### config.mk
export PLATFORM = sky130hd
export DESIGN_NAME = tx_rs_fault_sequencer_flat
export DESIGN_NICKNAME = d
export VERILOG_FILES = /design/src/rtl/tx_rs_fault_sequencer_if.sv /design/src/rtl/tx_rs_fault_sequencer.sv /design/src/flat_wrapper.sv
export SDC_FILE = /design/constraint.sdc
export NUM_CORES = 1
export LEC_CHECK = 0
export BUFFER_PORTS_ARGS = -buffer_cell sky130_fd_sc_hd__buf_2
export CORE_ASPECT_RATIO = 1.75
export CORE_MARGIN = 2
export CORE_UTILIZATION = 52
export CTS_CLUSTER_SIZE = 12
export DETAILED_ROUTE_END_ITERATION = 10
export HOLD_SLACK_MARGIN = 0.03
export PLACE_DENSITY = 0.81
export REMOVE_ABC_BUFFERS = 1
export SLEW_MARGIN = 10
export SYNTH_ARGS = -nofsm -noshare
export SYNTH_HDL_FRONTEND = slang
export SYNTH_SLANG_ARGS = --single-unit
### constraint.sdc
create_clock -name txclk -period 3.7 [get_ports txclk]
set_input_delay 0.37 -clock txclk [delete_from_list [all_inputs] [get_ports txclk]]
set_output_delay 0.37 -clock txclk [all_outputs]
set_load 0.02 [all_outputs]
### src/rtl/tx_rs_fault_sequencer_if.sv
// MAC-side input and RS-IO-side output bundle of the TX fault sequencer.
// The master drives MAC data and link status; the slave (sequencer) drives the XGMII TX word.
interface tx_rs_fault_sequencer_if #(
    parameter int CNT_W = 16
);
    logic [1:0]       link_fault;
    logic [63:0]      txd64_in;
    logic [7:0]       txc8_in;
    logic [63:0]      txd64;
    logic [7:0]       txc8;
    logic             fault_active;
    logic [CNT_W-1:0] frames_dropped;

    modport master (
        output link_fault, txd64_in, txc8_in,
        input  txd64, txc8, fault_active, frames_dropped
    );

    modport slave (
        input  link_fault, txd64_in, txc8_in,
        output txd64, txc8, fault_active, frames_dropped
    );
endinterface

### src/rtl/tx_rs_fault_sequencer.sv
// TX RS fault sequencer: picks MAC data, Remote Fault or Idle per link_fault, switching only at frame boundaries.
// Latency 1 cycle input->txd64/txc8; no backpressure (free-running XGMII stream, dropped frames are counted).
module tx_rs_fault_sequencer #(
    parameter int RECOVER_COLS = 16,
    parameter int CNT_W        = 16
) (
    input  logic                   txclk,
    input  logic                   reset,
    tx_rs_fault_sequencer_if.slave bus
);
    localparam logic [2:0] ST_NORMAL_WAIT = 3'd0;
    localparam logic [2:0] ST_NORMAL      = 3'd1;
    localparam logic [2:0] ST_DRAIN       = 3'd2;
    localparam logic [2:0] ST_SEND_RF     = 3'd3;
    localparam logic [2:0] ST_SEND_IDLE   = 3'd4;
    localparam logic [2:0] ST_RECOVER     = 3'd5;

    localparam logic [63:0] IDLE_D = 64'h0707070707070707;
    localparam logic [7:0]  IDLE_C = 8'hFF;
    localparam logic [63:0] RF_D   = 64'h0200009C_0200009C;
    localparam logic [7:0]  RF_C   = 8'h11;

    localparam int           RW       = (RECOVER_COLS > 2) ? $clog2(RECOVER_COLS) : 1;
    localparam logic [RW-1:0] REC_LAST = RW'(RECOVER_COLS - 2);

    logic [2:0]       state_q, state_d;
    logic [RW-1:0]    rcnt_q, rcnt_d;
    logic             in_frame_q, in_frame_d;
    logic [63:0]      txd_q, txd_d;
    logic [7:0]       txc_q, txc_d;
    logic             fa_q, fa_d;
    logic [CNT_W-1:0] drops_q, drops_d;
    logic             sof, eof, fault;
    logic [2:0]       fault_st;

    assign sof = (bus.txd64_in[7:0]   == 8'hFB && bus.txc8_in[0]) ||
                 (bus.txd64_in[39:32] == 8'hFB && bus.txc8_in[4]);

    always_comb begin
        eof = 1'b0;
        for (int i = 0; i < 8; i++) begin
            if (bus.txd64_in[8*i +: 8] == 8'hFD && bus.txc8_in[i]) eof = 1'b1;
        end
    end

    // Terminate wins over start in the same word, so a one-word frame leaves in_frame clear.
    assign in_frame_d = eof ? 1'b0 : (sof ? 1'b1 : in_frame_q);
    assign fault      = (bus.link_fault != 2'b00);
    assign fault_st   = (bus.link_fault == 2'b10) ? ST_SEND_IDLE : ST_SEND_RF;

    always_comb begin
        state_d = state_q;
        rcnt_d  = rcnt_q;
        case (state_q)
            ST_NORMAL_WAIT: begin
                if (fault)                     state_d = fault_st;
                else if (!in_frame_q && !sof)  state_d = ST_NORMAL;
            end
            ST_NORMAL: begin
                if (fault) state_d = in_frame_d ? ST_DRAIN : fault_st;
            end
            ST_DRAIN: begin
                if (!in_frame_d) state_d = fault ? fault_st : ST_NORMAL;
            end
            ST_SEND_RF, ST_SEND_IDLE: begin
                if (fault) begin
                    state_d = fault_st;
                end else begin
                    state_d = ST_RECOVER;
                    rcnt_d  = '0;
                end
            end
            ST_RECOVER: begin
                if (fault) begin
                    state_d = fault_st;
                    rcnt_d  = '0;
                end else begin
                    rcnt_d = rcnt_q + 1'b1;
                    if (rcnt_q == REC_LAST) state_d = ST_NORMAL_WAIT;
                end
            end
            default: state_d = ST_NORMAL_WAIT;
        endcase
    end

    always_comb begin
        txd_d = IDLE_D;
        txc_d = IDLE_C;
        case (state_q)
            ST_NORMAL, ST_DRAIN: begin
                txd_d = bus.txd64_in;
                txc_d = bus.txc8_in;
            end
            ST_SEND_RF: begin
                txd_d = RF_D;
                txc_d = RF_C;
            end
            default: ;
        endcase
    end

    // Any start seen while MAC data is not being passed means that whole frame is suppressed.
    always_comb begin
        drops_d = drops_q;
        if ((state_q inside {ST_NORMAL_WAIT, ST_SEND_RF, ST_SEND_IDLE, ST_RECOVER}) &&
            sof && (drops_q != {CNT_W{1'b1}}))
            drops_d = drops_q + 1'b1;
    end

    assign fa_d = (state_d == ST_SEND_RF) || (state_d == ST_SEND_IDLE);

    always_ff @(posedge txclk or negedge reset) begin
        if (!reset) begin
            state_q    <= ST_NORMAL_WAIT;
            rcnt_q     <= '0;
            in_frame_q <= 1'b0;
            txd_q      <= IDLE_D;
            txc_q      <= IDLE_C;
            fa_q       <= 1'b0;
            drops_q    <= '0;
        end else begin
            state_q    <= state_d;
            rcnt_q     <= rcnt_d;
            in_frame_q <= in_frame_d;
            txd_q      <= txd_d;
            txc_q      <= txc_d;
            fa_q       <= fa_d;
            drops_q    <= drops_d;
        end
    end

    assign bus.txd64          = txd_q;
    assign bus.txc8           = txc_q;
    assign bus.fault_active   = fa_q;
    assign bus.frames_dropped = drops_q;
endmodule

### src/flat_wrapper.sv
// flat-port wrapper written by rule: the top's interface ports become plain ports
module tx_rs_fault_sequencer_flat 
#(
    parameter int RECOVER_COLS = 16,
    parameter int CNT_W        = 16
)
  (txclk, reset, bus_link_fault, bus_txd64_in, bus_txc8_in, bus_txd64, bus_txc8, bus_fault_active, bus_frames_dropped);
  tx_rs_fault_sequencer_if #(.CNT_W(CNT_W)) bus_i ();
  input  logic txclk;
  input  logic reset;
  input wire logic [$bits(bus_i.link_fault)-1:0] bus_link_fault;
  input wire logic [$bits(bus_i.txd64_in)-1:0] bus_txd64_in;
  input wire logic [$bits(bus_i.txc8_in)-1:0] bus_txc8_in;
  output wire logic [$bits(bus_i.txd64)-1:0] bus_txd64;
  output wire logic [$bits(bus_i.txc8)-1:0] bus_txc8;
  output wire logic [$bits(bus_i.fault_active)-1:0] bus_fault_active;
  output wire logic [$bits(bus_i.frames_dropped)-1:0] bus_frames_dropped;
  assign bus_i.link_fault = bus_link_fault;
  assign bus_i.txd64_in = bus_txd64_in;
  assign bus_i.txc8_in = bus_txc8_in;
  assign bus_txd64 = bus_i.txd64;
  assign bus_txc8 = bus_i.txc8;
  assign bus_fault_active = bus_i.fault_active;
  assign bus_frames_dropped = bus_i.frames_dropped;
  tx_rs_fault_sequencer #(.RECOVER_COLS(RECOVER_COLS), .CNT_W(CNT_W)) u_core (.txclk(txclk), .reset(reset), .bus(bus_i));
endmodule
Word level (Yosys, flattened, before mapping):

Index checks and enable logic that the tools add are counted.
W data, S select, Z words.

* register bits: 97
* output and inout port bits: 89

* $add $sub $neg: 2
* equality and inequality tests: 21
* multiplexer cells: 26
* reductions and logical operators: 24

Operators with widths (number)
* $pmux W64 S2: 1
* $eq A8 B8 Y1 const B: 10
* $mux W3: 10
* $add A16 B1 Y16 const B: 1
* $ne A16 B16 Y1 const B: 1
* $pmux W8 S2: 1
* $pmux W3 S5: 1
* $logic_and A1 B1 Y1: 13
* $mux W1: 10
* $eq A3 B2 Y1 const B: 3
* $eq A3 B3 Y1 const B: 3
* $mux W4: 2
* $pmux W4 S2: 1
* $add A4 B1 Y4 const B: 1
* $eq A4 B4 Y1 const B: 1
* $reduce_bool A2 Y1: 2
* $reduce_bool A4 Y1: 1
* $reduce_or A2 Y1: 2
* $eq A3 B1 Y1 const B: 1
* $logic_not A3 Y1: 1
* $eq A2 B2 Y1 const B: 1
* $logic_not A1 Y1: 2
* $logic_or A1 B1 Y1: 2
* $ne A2 B2 Y1 const B: 1
* $reduce_and A2 Y1: 1

Logic depth before layout (Yosys ltp):

Gate-level depths: netlist of the first run.

* word-level depth: 16
* mapped depth: 8

Worst setup path before layout of the first run:

No wires, ideal clock.

* path kind: register -> register
* start: register u_core.drops_q[7], in the netlist u_core.bus.frames_dropped[7]
* end: register u_core.drops_q[14], in the netlist u_core.bus.frames_dropped[14]
* setup time: 0.129 ns
* arrival time: 1.796 ns
* required time: 3.571 ns
* slack: 1.775 ns
* cell stages (with the launch flop): 7
* path buffers: 0
* period minus slack after synthesis: 1.925 ns
* cell sequence: dfrtp_1 and4_1 and2_1 and4_4 a2111oi_4 nand4_1 xnor2_1

* longest elaborated chain between the ends: 2

RTL lines
* from (decl): line tx_rs_fault_sequencer.sv:32 `logic [CNT_W-1:0] drops_q, drops_d;`
* from (signal assigned): line tx_rs_fault_sequencer.sv:128 `drops_q <= drops_d;`
* parallel branches: the longest is 2 deep, another holds $add A16 B1 Y16

Parallel ways; which one is timed is not known.
A chain may end at the register's enable or synchronous reset.

Worst setup path in the final report of the first run:

* start: register u_core.state_q[0]
* end: register u_core.drops_q[13], in the netlist u_core.bus.frames_dropped[13]

* longest elaborated chain between the ends: 4

RTL lines
* from (decl): line tx_rs_fault_sequencer.sv:26 `logic [2:0] state_q, state_d;`
* from (signal assigned): line tx_rs_fault_sequencer.sv:122 `state_q <= state_d;`
* $eq A3 B2 Y1, or another cell as far along: line tx_rs_fault_sequencer.sv:105 `if ((state_q inside {ST_NORMAL_WAIT, ST_SEND_RF, ST_SEND_IDLE, ST_RECOVER}) &&`
* $reduce_bool A4 Y1 *: line tx_rs_fault_sequencer.sv:105
* $logic_and A1 B1 Y1 *: line tx_rs_fault_sequencer.sv:105
* $logic_and A1 B1 Y1 *: line tx_rs_fault_sequencer.sv:106 `sof && (drops_q != {CNT_W{1'b1}}))`

Mark *: on every way between the ends. The rest lies on a longest branch, timed or not.

==> impl_metrics.toml, run 1 <==
[clocking]
clock_sinks = 97
cts-root-buf = "clkbuf_16"
clock_latency_ns = 0.34
clk_pin_slew_ns = 0.06
clk_path_buf_depth = 2
cts_made_buffers = 9
cts_resized = 0
h-tree-depth = 3
cts_hold_buffers = 0
cts_tree = "built"
post-cts-setup-buffers = 0

[critical_path]
setup.worst_path.end_class = "flip-flop"
startpoint_type = "flip-flop"
cp_data_required_time_ns = 3.92
path_max_fanout = 24
reg2reg_depth = 6
rr_startpoint = "u_core.state_q[0]$_DFF_PN0_"
worstReg2RegEnd = "u_core.bus.frames_dropped[13]$_DFFE_PN0P_"
critPathKind = "flip-flop to flip-flop"
r2r_slack_ns = 1.41
crit_start = "u_core.state_q[0]$_DFF_PN0_"
crit_arrival_ns = 2.52

[pwr]
pwr-share-clk_pct = 22.6
p_leak_uw = 0.00267
switching_share_pct = 37.0
p_comb_share_pct = 36.7
p_sw_uw = 1520
power-per-cell-area_nw_per_um2 = 782
internal_power_uw = 2590
power_frac_seq_pct = 40.7
ir_worst_vdd_mv = 0.377

[drt]
drtAntennaViolNets = 0
first_pass_iters = 4
viasPerCell = 5.37
wl_per_cell_um = 16.8
drc = 0
finalWirelength_mm = 9.96
dr.first_iter.drc_count = 198
vias = 3188

[placement]
io_buffers = 164
place_congestion = 0.854
place_area_um2 = 4950
place_inst = 578
post-dp-hpwl_mm = 7.36
place_ws_ns = 1.43

[global_route]
grt_start_max_net_pins = 77
track_usage_pct = 24.2
overflow = 0
antenna_found_initial = 0
grt_pass1_wl_mm = 15.9
grt_pass1_vias = 3265

[die]
start_util_pct = 53.4
io_pins = 165
die_w_um = 70.7
core_um2 = 7570
dieArea_um2 = 8520
die_y_um = 121
row_count = 42

[synth]
synth_common_cells = "dfrtp_1, and2_1, dfstp_2, nand2_1, a21o_1"
synth_edf_count = 0
synth_area_per_cell_um2 = 11.9
yosysSeqAreaShare_pct = 61.0
synthArstFlopShare_pct = 100
synthesis.instances = 339
synth_fa_ha_area_share_pct = 0.929
synthSimpleGateAreaFrac_pct = 19.1
synth_top_area_cell = "dfrtp_1"
synth_compound_area_share_pct = 12.6
syn_area_um2 = 4040
synth_mux_area_share_pct = 0.898
yosysUniqueCellTypes = 49
yosysMostFrequentCell = "dfrtp_1"
synth_xor_xnor_area_share_pct = 3.47
synth-main-ff-cell = "dfrtp_1"
synth_top_family_by_area = "simple AND/OR/NAND/NOR gates"
ys_warn_count = 0
ys_ff_latch = 97
ys_top_cells_by_area = "dfrtp_1, dfstp_2, and2_1, a21o_1, xnor2_1"
synth_top_area_share_pct = 40.2

[sta]
hold_violations = 0
timing.hold.ws_ns = 0.164
fmax_ghz = 0.436
rsz0062_at_grt = "false"
fin_ws_ns = 1.41
skew_ns = 0.00336
slew_headroom_pct = 40.0
finalCritPeriodShare_pct = 61.9
worst_pin_slew_ns = 0.900
period_needed_ns = 2.29
finalSetupTns_ns = 0
drv_slew = 0
setup_violations = 0

[worst_hold_path]
hold_path_class = "input pin to asynchronous set/reset pin"

[layout]
num_antenna_cells = 0
layout.cells.non_filler = 594
final_layout_size_suffix_gt1_share_pct = 45.8
fillCellCount = 562
area_delta_synth_final_pct = 30.0
final_area_um2 = 5260
fin_nets = 580

[flow_run]
maxCapViolCount = 0

[run_status]
status = "finished clean"
-- layout make-up --
type                            instances  area (um2)  area share (%)
Sequential cell                        97        2470            46.9
Multi-Input combinational cell        221        1510            28.7
Timing Repair Buffer                  167         846            16.1
Clock buffer                           10         239            4.55
Tap cell                               88         110            2.09
Clock inverter                          6        65.1            1.24
Inverter                                5        18.8           0.357
-- worst max-delay path by stage --
| stage | endpoint | slack [ns] | depth (start not counted) |
|---|---|---|---|
| after CTS | u_core.bus.txd64[14]$_DFF_PN0_ | 1.42 | 4 |
| final | u_core.bus.frames_dropped[13]$_DFFE_PN0P_ | 1.41 | 6 |
| after global placement | u_core.bus.frames_dropped[9]$_DFFE_PN0P_ | 1.51 | 6 |
| after detailed placement | u_core.bus.txd64[14]$_DFF_PN0_ | 1.43 | 4 |
| after floorplan | u_core.bus.fault_active$_DFF_PN0_ | 0.03 | 6 |
| after global routing | u_core.bus.fault_active$_DFF_PN0_ | 1.16 | 5 |
-- per-layer routing --
metal | vias to the layer above | GRT usage [%] | wire (um)
li1 | 1503 | - | -
met1 | 1553 | 27.0 | 3680
met2 | 105 | 43.9 | 5550
met3 | 27 | 3.83 | 360
met4 | 0 | 12.3 | 371
met5 | - | 0 | 0
-- critical path, cell delays in order, from the launching register on --
cell and delay, ns:
dfrtp_1 0.75, nand2b_1 0.22, xnor2_1 0.25, o21ai_2 0.16, a2111oi_4 0.50, nand3_1 0.15
xnor2_1 0.14
-- cells by family (layout without fill, tap and decap cells) --
logic type | count (synthesis) | count (layout)
xor gates and xnor gates | 16 | 16
and+or+nand+nor | 131 | 131
muxes | 3 | 3
adders and majority gates | 3 | 3
AOI/OAI and AO/OA | 68 | 68
buffers and inverters | 21 | 188
DFF | 97 | 97
-- cell usage in the layout, fill, tap and decap left out, types with 2 or more instances in the layout --
| master | netlist | final |
|---|---|---|
| buf_2 | 1 | 163 |
| dfstp_2 | 32 | 32 |
| and2_1 | 35 | 35 |
| o21ai_2 | 1 | 2 |
| nor3_1 | 7 | 7 |
| o22ai_1 | 2 | 2 |
| a32o_1 | 2 | 2 |
| dfrtp_1 | 65 | 65 |
| and3_1 | 2 | 2 |
| nand2_1 | 32 | 32 |
| o31ai_1 | 2 | 2 |
| inv_1 | 4 | 4 |
| xnor2_1 | 14 | 14 |
| clkinv_2 | 0 | 2 |
| a2111oi_4 | 2 | 2 |
| nand3b_1 | 3 | 3 |
| a21oi_1 | 14 | 13 |
| clkbuf_16 | 0 | 9 |
| nor2_1 | 7 | 7 |
| ha_1 | 3 | 3 |
| xor2_1 | 2 | 2 |
| nand2b_1 | 8 | 8 |
| buf_4 | 0 | 4 |
| nand4_1 | 12 | 12 |
| nor4_1 | 5 | 5 |
| nor4b_4 | 2 | 2 |
| o21ai_0 | 10 | 10 |
| nand3_1 | 10 | 10 |
| a21o_1 | 26 | 26 |
-- power by group through the flow --
stage	Sequential, uW	Combinational [uW]	Clock, uW
2_1_floorplan	2100	527	0
3_3_place_gp	1680	1480	0
3_5_place_dp	1690	1510	0
4_1_cts	1670	1520	950
5_1_grt	1710	1620	990
6_report	1670	1510	931
-- sequential cells by signal, summed over array words and instances, names as in the netlist --
name / flops
u_core.bus.txd64: 64
u_core.rcnt_q: 4
u_core.state_q: 3
u_core.bus.fault_active: 1
u_core.in_frame_q: 1
u_core.bus.frames_dropped: 16
u_core.bus.txc8: 8
-- stage by stage --
stage,utilization (%),total power (uW)
2_1_floorplan,-,2630
3_3_place_gp,65.4,3160
3_5_place_dp,65.4,3200
4_1_cts,69.5,4150
5_1_grt,69.5,4320
6_report,69.5,4110
(Power assumes the default switching activity.)
==> run 2: changes to the inputs <==
--- a/config.mk
+++ b/config.mk
@@ -8,11 +8,11 @@
 export BUFFER_PORTS_ARGS = -buffer_cell sky130_fd_sc_hd__buf_2
 export CORE_ASPECT_RATIO = 1.75
 export CORE_MARGIN = 2
-export CORE_UTILIZATION = 52
+export CORE_UTILIZATION = 48
 export CTS_CLUSTER_SIZE = 12
 export DETAILED_ROUTE_END_ITERATION = 10
 export HOLD_SLACK_MARGIN = 0.03
-export PLACE_DENSITY = 0.81
+export PLACE_DENSITY = 0.76
 export REMOVE_ABC_BUFFERS = 1
 export SLEW_MARGIN = 10
 export SYNTH_ARGS = -nofsm -noshare
==> constraint.sdc (replaced) <==
create_clock -name txclk -period 2.4 [get_ports txclk]
set_input_delay 0.24 -clock txclk [delete_from_list [all_inputs] [get_ports txclk]]
set_output_delay 0.24 -clock txclk [all_outputs]
set_load 0.02 [all_outputs]
==> run 2 against run 1 <==
Via count did not move; die area grew 8.0%; sequential cell count unchanged; largest power group unchanged; worst setup slack lost 0.99 ns; largest cell class unchanged; routed wire length rose by 0.55%.
==> impl_metrics.toml, run 2 (same netlist as run 1, synthesis figures left out) <==
[clocking]
post-cts-setup-buffers = 0
clock_latency_ns = 0.34
clock_sinks = 97
cts_made_buffers = 9
cts_tree = "built"
clk_pin_slew_ns = 0.06
cts-root-buf = "clkbuf_16"
h-tree-depth = 3
clk_path_buf_depth = 2

[pwr]
power_frac_seq_pct = 40.2
ir_worst_vdd_mv = 0.463
internal_power_uw = 3890
p_leak_uw = 0.00267
power-per-cell-area_nw_per_um2 = 1180
switching_share_pct = 37.2
pwr-share-clk_pct = 20.3
p_sw_uw = 2310
p_comb_share_pct = 39.5

[layout]
num_antenna_cells = 0
final_core_util_pct = 63.8
fin_nets = 585
mostFrequentLayoutCell = "buf_2"
layout_common_cells = "buf_2, dfrtp_1, and2_1"
final_layout_size_suffix_gt1_share_pct = 45.6
final_area_um2 = 5270
area_delta_synth_final_pct = 30.3
largest_reg_flops = 64
layout.cells.non_filler = 603

[sta]
finalCritPeriodShare_pct = 82.8
skew_ns = 0.00853
finalSetupTns_ns = 0
slew_headroom_pct = 64.1
rsz0062_at_grt = "false"
timing.hold.ws_ns = 0.108
setup_violations = 0
hold_violations = 0
drv_slew = 0
fmax_ghz = 0.503
worst_pin_slew_ns = 0.535
period_needed_ns = 1.99

[drt]
viasPerCell = 5.29
vias = 3188
finalWirelength_mm = 10.0
wl_per_cell_um = 16.6
first_pass_iters = 4
dr.first_iter.drc_count = 170
drtAntennaViolNets = 0
drc = 0

[critical_path]
startpoint_type = "flip-flop"
crit_top_cell = "a32o_1"
r2r_slack_ns = 0.41
cp_data_required_time_ns = 2.62
slowest_stage = "dfrtp_1"
timing.critical_path.slowest_cell_delay_ns = 0.41
setup.worst_path.end_class = "flip-flop"
cp_num_buf_inv = 1
path_max_fanout = 4
critPathKind = "flip-flop to flip-flop"
crit_family = "compound AO/OA/AOI/OAI gates"
cp_cell_sequence = "inv_1 -> ha_1 -> nand3_1 -> a32o_1 -> a32o_1 -> a31oi_1 -> o311ai_2 -> mux2_4"
crit_arrival_ns = 2.20

[global_route]
grt_pass1_wl_mm = 15.9
antenna_found_initial = 0
grt_start_max_net_pins = 98
track_usage_pct = 22.8
grt_pass1_vias = 3271
overflow = 0

[placement]
place_congestion = 0.932
io_buffers = 164
place_inst = 586
post-dp-hpwl_mm = 7.49
place_area_um2 = 5000

[worst_hold_path]
hold_path_class = "input pin to flip-flop"

[die]
start_util_pct = 49.0
die_y_um = 125
die_w_um = 73.4
io_pins = 165
dieArea_um2 = 9200
core_um2 = 8260
row_count = 44

[run_status]
status = "finished clean"

[flow_run]
maxCapViolCount = 0
==> run 2: metal layers <==
layer	track usage, %	wire length [um]
met5	0	0
met2	39.6	5610
met4	10.9	261
met1	25.6	3740
met3	4.92	400
==> run 2: power groups by stage <==
stage / sequential (uW) / combinational [uW] / clock [uW]
after CTS: 2500 / 2470 / 1300
final: 2490 / 2440 / 1260
after global routing: 2550 / 2660 / 1380
after detailed placement: 2520 / 2460 / 0
after floorplan: 3240 / 812 / 0
after global placement: 2510 / 2420 / 0
==> run 2: path summary, 6_finish.rpt <==
path,to,cells after the start,startpoint
max in group asynchronous,u_core.bus.txc8[2]$_DFF_PN1_,3,reset
min in group asynchronous,u_core.bus.txd64[46]$_DFF_PN0_,3,reset
worst min-delay path,u_core.bus.txd64[25]$_DFF_PN1_,2,bus_txd64_in[25]
worst max-delay path,u_core.bus.fault_active$_DFF_PN0_,8,u_core.rcnt_q[0]$_DFFE_PN0P_
worst max register to register,u_core.bus.fault_active$_DFF_PN0_,8,u_core.rcnt_q[0]$_DFFE_PN0P_
worst min register to register,u_core.bus.frames_dropped[11]$_DFFE_PN0P_,1,u_core.bus.frames_dropped[11]$_DFFE_PN0P_
==> run 2: final cells by class <==
class,instances,area [um2]
clock inverters,4,22.5
clock buffers,12,236
flip-flops and latches,97,2470
multi-input cells,221,1510
repair buffers,172,898
fillers,677,2990
inverters,5,18.8
well taps,92,115
==> run 2: stage by stage <==
stage	total power, uW	worst slack, ns
6_report	6200	0.414
5_1_grt	6590	0.232
2_1_floorplan	4050	-1.27
3_3_place_gp	4930	0.406
4_1_cts	6270	0.424
3_5_place_dp	4980	0.370
==> run 2: timing repair <==
item / 4_1_cts / 5_1_grt
gates resized for setup: 0 / 0
hold endpoints to repair: 65 / 0
hold buffers: 1 / 0
==> run 3: changes to the inputs <==
--- a/config.mk
+++ b/config.mk
@@ -8,11 +8,11 @@
 export BUFFER_PORTS_ARGS = -buffer_cell sky130_fd_sc_hd__buf_2
 export CORE_ASPECT_RATIO = 1.75
 export CORE_MARGIN = 2
-export CORE_UTILIZATION = 48
+export CORE_UTILIZATION = 43
 export CTS_CLUSTER_SIZE = 12
 export DETAILED_ROUTE_END_ITERATION = 10
 export HOLD_SLACK_MARGIN = 0.03
-export PLACE_DENSITY = 0.76
+export PLACE_DENSITY = 0.71
 export REMOVE_ABC_BUFFERS = 1
 export SLEW_MARGIN = 10
 export SYNTH_ARGS = -nofsm -noshare
==> constraint.sdc (replaced) <==
create_clock -name txclk -period 1.69 [get_ports txclk]
set_input_delay 0.169 -clock txclk [delete_from_list [all_inputs] [get_ports txclk]]
set_output_delay 0.169 -clock txclk [all_outputs]
set_load 0.02 [all_outputs]
==> run 3 against run 2 <==
The flow now finishes with violations (negative setup slack); design area is 13% higher; via count is 10% higher; core utilization is 1.8 points higher.
==> impl_metrics.toml, run 3 (same netlist as run 1, synthesis figures left out) <==
[run_status]
status = "complete, but fails checks"
violations = "negative setup slack"

[layout]
multi_input_area_um2 = 1620
final_core_util_pct = 65.6
seqCellArea_um2 = 2470
largest_reg_flops = 64
final_area_um2 = 5960
fin_nets = 651
num_antenna_cells = 0
fillCellCount = 728
final_layout_size_suffix_gt1_share_pct = 54.4
area_delta_synth_final_pct = 47.5
mostFrequentLayoutCell = "buf_2"
layout_common_cells = "buf_2, buf_4, dfrtp_1"

[drt]
dr.first_iter.drc_count = 168
finalWirelength_mm = 11.5
first_pass_iters = 4
viasPerCell = 5.05
drtAntennaViolNets = 0
wl_per_cell_um = 16.6
vias = 3518
drc = 0

[clocking]
clk_pin_slew_ns = 0.06
cts-root-buf = "clkbuf_16"
clk_path_buf_depth = 2
clock_sinks = 97
clock_latency_ns = 0.33
cts_made_buffers = 9
h-tree-depth = 3
cts_tree = "built"

[worst_hold_path]
hp-start = "bus_txd64_in[25]"
hold_path_class = "input pin to flip-flop"
worstHoldEndpoint = "u_core.bus.txd64[25]$_DFF_PN1_"
min_delay_path_depth = 2

[sta]
skew_ns = 0.00631
period_needed_ns = 1.86
fin_ws_ns = -0.171
fmax_ghz = 0.537
drv_slew = 0
finalCritPeriodShare_pct = 110
slew_headroom_pct = 61.0
timing.hold.ws_ns = 0.0453
worst_pin_slew_ns = 0.580
hold_violations = 0
setup_violations = 11
rsz0062_at_grt = "true"

[critical_path]
cp_data_required_time_ns = 1.91
critPathKind = "flip-flop to flip-flop"
rr_startpoint = "u_core.rcnt_q[0]$_DFFE_PN0P_"
setup.worst_path.end_class = "flip-flop"
reg2reg_depth = 8
startpoint_type = "flip-flop"
worstReg2RegEnd = "u_core.bus.fault_active$_DFF_PN0_"
path_max_fanout = 2
r2r_slack_ns = -0.17
crit_arrival_ns = 2.08

[pwr]
ir_worst_vdd_mv = 0.737
power-per-cell-area_nw_per_um2 = 1580
power_uw = 9410
p_leak_uw = 0.00307

[global_route]
grt_start_max_net_pins = 38
track_usage_pct = 23.1
overflow = 0
antenna_found_initial = 0
grt_pass1_vias = 3699
grt_pass1_wl_mm = 18.5

[die]
io_pins = 165
core_um2 = 9090
row_count = 46
die_w_um = 77.3
dieArea_um2 = 10200
die_y_um = 132
start_util_pct = 44.5

[placement]
place_congestion = 0.937
place_area_um2 = 5470
place_ws_ns = -0.261
io_buffers = 164
post-dp-hpwl_mm = 8.69

[flow_run]
maxCapViolCount = 0
[run 3: report_power, final]
part	total, uW	leakage, uW	switching, uW	internal (uW)
registers	3540	0.00120	233	3310
clock network	1950	0.000134	806	1150
logic	3920	0.00173	2410	1510
total	9410	0.00307	3450	5960
[run 3: critical path, stage by stage (launching register included)]
cell	delay, ns
dfrtp_1	0.38
inv_2	0.08
ha_4	0.13
nand3_4	0.07
a32o_1	0.22
a32o_2	0.23
a31oi_2	0.17
o311ai_2	0.15
mux2_4	0.32
[run 3: through the flow]
step	setup TNS, ns	instances
after global placement	-1.95	672
after CTS	-0.616	695
after detailed placement	-2.69	672
final	-0.753	697
after global routing	-2.00	697
after floorplan	-99.89	323
[run 3: layout make-up]
type	instances	share of cell area, %
multi-input combinational	221	27.1
timing repair buffer	238	23.9
inverter	5	0.315
tap	120	2.52
clock buffer	13	4.03
clock inverter	3	0.713
sequential	97	41.4
[run 3: worst max-delay path by stage]
stage	endpoint	from	slack [ns]	cells past startpoint
after floorplan	u_core.bus.fault_active$_DFF_PN0_	u_core.state_q[1]$_DFF_PN0_	-1.98	6
after global placement	u_core.bus.fault_active$_DFF_PN0_	bus_txd64_in[21]	-0.22	7
after detailed placement	u_core.bus.fault_active$_DFF_PN0_	bus_txd64_in[38]	-0.26	7
after CTS	u_core.bus.fault_active$_DFF_PN0_	u_core.rcnt_q[0]$_DFFE_PN0P_	-0.17	8
after global routing	u_core.bus.fault_active$_DFF_PN0_	u_core.rcnt_q[0]$_DFFE_PN0P_	-0.26	8
final	u_core.bus.fault_active$_DFF_PN0_	u_core.rcnt_q[0]$_DFFE_PN0P_	-0.17	8
[run 3: layer usage]
metal | vias up | share of wire (%) | global-route usage [%]
met5 | - | 0 | 0
met4 | 0 | 2.8 | 9.62
met3 | 24 | 3.8 | 4.04
met2 | 92 | 58 | 43.2
met1 | 1745 | 36 | 25.0
li1 | 1657 | - | -
[run 3: what timing repair did]
item                                   CTS  global route
resized for setup                       14            18
setup buffers                            5             2
pin swaps                               18             5
endpoints found under the hold margin   24             0
setup endpoints to repair               16            54
hold buffers                             2             0
